<file path="config.mk">
export PLATFORM = sky130hd
export DESIGN_NAME = instr_fetch_unit
export DESIGN_NICKNAME = d
export VERILOG_FILES = /design/src/rtl/instr_fetch_unit.sv
export SDC_FILE = /design/constraint.sdc
export NUM_CORES = 1
export LEC_CHECK = 0
export BUFFER_PORTS_ARGS = -buffer_cell sky130_fd_sc_hd__buf_2
export CAP_MARGIN = 40
export CORE_UTILIZATION = 36
export CTS_CLUSTER_SIZE = 40
export DETAILED_ROUTE_END_ITERATION = 16
export RECOVER_POWER = 50
export SETUP_SLACK_MARGIN = 0.5
export SYNTH_ARGS = -nofsm -noshare
export SYNTH_HDL_FRONTEND = slang
export SYNTH_SLANG_ARGS = --single-unit
</file>
<file path="constraint.sdc">
create_clock -name clock -period 2.38 [get_ports clock]
set_input_delay 0.357 -clock clock [delete_from_list [all_inputs] [get_ports clock]]
set_output_delay 0.357 -clock clock [all_outputs]
set_load 0.02 [all_outputs]
</file>
<file path="src/rtl/instr_fetch_unit.sv">
// instr_fetch_unit: program counter and fetch stage in front of the combinational
// instruction ROM (rom_case). The ROM address comes straight from the PC register. The
// returned word is registered together with its PC for the decode stage.
//
// Ports:
//   clock         in   rising-edge clock
//   reset         in   synchronous, active-high reset
//   stall         in   downstream not ready; hold all fetch state
//   branch_taken  in   redirect the PC this cycle (wins over stall, exits HALTED)
//   branch_target in   redirect address
//   rom_address   out  address to the ROM (the PC register only)
//   rom_data      in   ROM word for rom_address, valid in the same cycle
//   instr         out  registered instruction word
//   instr_pc      out  PC of instr
//   instr_valid   out  instr/instr_pc hold a valid instruction
//   halted        out  high while in the HALTED state
//   fetch_count   out  number of words latched with instr_valid=1 (wraps)
module instr_fetch_unit #(
    parameter int unsigned          ADDR_W      = 8,
    parameter int unsigned          DATA_W      = 64,
    parameter logic [ADDR_W-1:0]    RESET_PC    = 8'h00,
    parameter logic [7:0]           HALT_OPCODE = 8'hFF,
    parameter int unsigned          CNT_W       = 16
) (
    input  logic              clock,
    input  logic              reset,
    input  logic              stall,
    input  logic              branch_taken,
    input  logic [ADDR_W-1:0] branch_target,
    output logic [ADDR_W-1:0] rom_address,
    input  logic [DATA_W-1:0] rom_data,
    output logic [DATA_W-1:0] instr,
    output logic [ADDR_W-1:0] instr_pc,
    output logic              instr_valid,
    output logic              halted,
    output logic [CNT_W-1:0]  fetch_count
);

    typedef enum logic [0:0] {StFetch, StHalted} state_e;

    state_e              state_q, state_d;
    logic [ADDR_W-1:0]   pc_q, pc_d;
    logic [DATA_W-1:0]   instr_q, instr_d;
    logic [ADDR_W-1:0]   instr_pc_q, instr_pc_d;
    logic                valid_q, valid_d;
    logic [CNT_W-1:0]    count_q, count_d;

    logic                is_halt_word;
    logic                fetch_now;

    assign is_halt_word = (rom_data[DATA_W-1 -: 8] == HALT_OPCODE);
    // A word is accepted only in FETCH with no redirect and no stall.
    assign fetch_now    = (state_q == StFetch) && !branch_taken && !stall;

    // State register
    always_ff @(posedge clock) begin
        if (reset) begin
            state_q <= StFetch;
        end else begin
            state_q <= state_d;
        end
    end

    // Next-state logic
    always_comb begin
        state_d = state_q;
        unique case (state_q)
            StFetch: begin
                if (branch_taken) begin
                    state_d = StFetch;
                end else if (fetch_now && is_halt_word) begin
                    state_d = StHalted;
                end
            end
            StHalted: begin
                // Stall is ignored here; only a redirect (or reset) leaves.
                if (branch_taken) begin
                    state_d = StFetch;
                end
            end
            default: state_d = StFetch;
        endcase
    end

    // Datapath next-state
    always_comb begin
        pc_d       = pc_q;
        instr_d    = instr_q;
        instr_pc_d = instr_pc_q;
        valid_d    = valid_q;
        count_d    = count_q;
        if (branch_taken) begin
            // Flush the wrong-path word; instr/instr_pc keep their last values.
            pc_d    = branch_target;
            valid_d = 1'b0;
        end else if (state_q == StHalted) begin
            valid_d = 1'b0;
        end else if (fetch_now) begin
            instr_d    = rom_data;
            instr_pc_d = pc_q;
            valid_d    = 1'b1;
            count_d    = count_q + CNT_W'(1);
            pc_d       = pc_q + ADDR_W'(1);
        end
    end

    always_ff @(posedge clock) begin
        if (reset) begin
            pc_q       <= RESET_PC;
            instr_q    <= '0;
            instr_pc_q <= '0;
            valid_q    <= 1'b0;
            count_q    <= '0;
        end else begin
            pc_q       <= pc_d;
            instr_q    <= instr_d;
            instr_pc_q <= instr_pc_d;
            valid_q    <= valid_d;
            count_q    <= count_d;
        end
    end

    // Outputs
    always_comb begin
        rom_address = pc_q;
        instr       = instr_q;
        instr_pc    = instr_pc_q;
        instr_valid = valid_q;
        fetch_count = count_q;
        halted      = (state_q == StHalted);
    end

endmodule

</file>
==> out/metrics.csv <==
stage,metric,value,unit
status,status,"finished, final reports clean",
power,Comb pwr share,11.1,%
logic_synthesis,"EDFF count, synth",0,
logic_synthesis,synth warn,0,
logic_synthesis,"Primary FF master, synth",dfxtp_1,
floorplan,Die ar.,0.0108,sq mm
floorplan,Ports,174,
route,Avg WL per Cell,12.9,um
timing,part of the cycle the worst path needs,78.9,%
clock_tree,CTS tree,yes,
power,Sw Share,25.7,%
timing,"Hold Vio Cnt, Final",0,
timing,WHS,0.223,ns
clock_tree,setup bufs post-CTS,0,
placed_design,RD Place Congestion,0.793,
placed_design,# placed instances,736,
floorplan,Die H,104,um
clock_tree,clk root buf,clkbuf_8,
route,DR WL met3,650,um
logic_synthesis,Synthesized Nets,532,
setup_path,CP Capture Type,flop,
timing,worst slew pin tran,0.775,ns
timing,post-route setup slack,0.502,ns
hold_path,Hold Path Origin,rom_data[19],
route,Iter 0 DRT Violations,134,
route,via count,3559,
clock_tree,cts repair resizes,0,
logic_synthesis,top-area cell type share of the netlist area,52.5,%
layout,Non-Filler Instances,755,
setup_path,WP data required,2.67,ns
logic_synthesis,Post-synth top cells,"150 x nand2_1, 98 x dfxtp_1, 82 x a21oi_1",
logic_synthesis,sequential-to-total area share from yosys stat,52.5,%
logic_synthesis,synthesized instance count,454,
route,met1 wire length,4410,um
logic_synthesis,Synth cell types,37,
clock_tree,CTS sink cnt,98,
timing,setup violators final,0,
clock_tree,Hold Buf Count CTS,0,
logic_synthesis,top area cells in the synthesized netlist,"dfxtp_1 52%, nand2_1 15%, a21oi_1 11%",
power,Peak supply drop,0.264,mV
setup_path,R2R Path Start,halted,
hold_path,Hold/Removal Path Class,input port to flop,
clock_tree,worst-case clock buffer depth,2,
power,Int Pwr,2540,uW
global_route,global-route wire length before repair,16300,um
clock_tree,clock slew at reported path FFs,0.10,ns
global_route,initial antenna violation count,1,
power,Clk network pwr share,37.6,%
route,DRT Pass-1 Iters,4,
power,Lkg Pwr,0.00189,uW
logic_synthesis,Syn Std Cell Area,0.00374,sq mm
placed_design,Port Buf Inserts,173,
power,sequential power share,51.3,%
clock_tree,CTS Buf Count,9,
layout,share of cells above drive strength 1,17.9,%
timing,Max Transition Viols Final,0,
route,vias per cell,4.71,
route,WL final,9750,um
route,metal2 WL,4490,um
clock_tree,# H-tree levels,3,
route,Antenna Nets Post-Route,0,
timing,Slew HR,48.3,%
job,Max Cap Viol,0,
global_route,global route total overflow,0,
clock_tree,clock latency on the worst-skew pair,0.36,ns
global_route,largest net degree at the start of global routing,75,
logic_synthesis,Post-synth ARST share,0,%
logic_synthesis,"count leader, synth",nand2_1,
timing,setup TNS,0,ns
setup_path,WS Path Type,flop to flop,
global_route,vias in the first global route,3453,
logic_synthesis,post-synth top area cell,dfxtp_1,
layout,nets,694,
floorplan,Die W,104,um
setup_path,startpoint types,flop,
route,Residual DRC,0,
layout,area growth from synthesis to layout,29.1,%
timing,fin crit period,1.88,ns
route,Highest Signal Layer,met4,
floorplan,Initial Utilization,37.7,%
placed_design,Place WS,0.422,ns
setup_path,WP data arrival,2.17,ns
timing,Achievable Freq,532,MHz
global_route,Total Routing Usage GR,18.5,%
logic_synthesis,syn_area_per_cell,8.24,sq um
setup_path,"Max FO, Critical Path",74,
placed_design,DP HPWL,6690,um
power,Power Density,707,mW/mm^2
floorplan,row count,36,
floorplan,core area,0.00991,sq mm
logic_synthesis,Yosys reg bits,98,
power,PnR Total Power,3420,uW
timing,RSZ-0062 raised after global routing,false,
setup_path,worst setup path startpoint,halted,
timing,clk_skew,0.00516,ns
power,sw power,876,uW
## flip-flops by register name, indices dropped and copies added, names as in the netlist
register and flops:
fetch_count 16, rom_address 8, instr 64, instr_pc 8, instr_valid 1, halted 1
## cell usage in the layout, fill, tap and decap left out, drive strengths merged, types with 2 or more instances in the layout
master	instances
nand2	150
clkbuf	103
dfxtp	98
buf	87
a21oi	82
nor2	17
xnor2	10
inv	9
nand3	6
nand4	6
o21a	5
xor2	5
or3	4
mux2	4
o21ai	3
nor2b	3
nor3	3
mux2i	3
bufinv	3
nor3b	3
and4	2
and3	2
ha	2
clkinvlp	2
## path summary, 6_finish.rpt
kind	cells after the start	slack [ns]	end
max	5	0.50	instr[37]
min	3	0.22	instr[19]
max reg2reg	5	0.50	instr[37]
min reg2reg	2	0.46	instr[26]
## power by group through the flow
stage	logic [uW]	registers (uW)	clock network (uW)
6_report	379	1750	1290
5_1_grt	423	1760	1390
4_1_cts	401	1750	1320
3_5_place_dp	400	1790	0
3_3_place_gp	397	1780	0
2_1_floorplan	156	1860	0
## logic make-up after synthesis
group | synth area share (%)
fa+ha+maj | 0.669
buf+inv | 4.25
mux | 2.01
compound gates | 13.1
flops | 52.5
xor+xnor | 3.51
simple gates | 24.0
## per-layer routing
layer  vias up  global-route usage [%]
li1       1815                       -
met1      1613                    23.4
met2       117                    29.6
met3        14                    4.51
met4         0                    8.37
met5         -                       0
## worst max-delay path: stages, from the launching register on
cell and delay, ns:
dfxtp_1 0.35, clkbuf_1 0.33, or3_2 0.19, buf_4 0.58
nand2_1 0.13, a21oi_1 0.17
## stage by stage
step / utilization (%) / cell area [sq um]
floorplan: - / 3740
global placement: 47.3 / 4690
detailed placement: 47.3 / 4690
CTS: 49.8 / 4930
global route: 48.7 / 4830
finish: 48.7 / 4830
## area by class of cell
class	instances	area, sq um
diodes	1	2.50
clock buffers	10	128
clock inverters	6	114
fillers	1037	5080
inverters	8	30.0
multi-input cells	319	1630
flip-flops and latches	98	1960
well taps	133	166
repair buffers	180	802
Power figures use the tool's default switching activity.
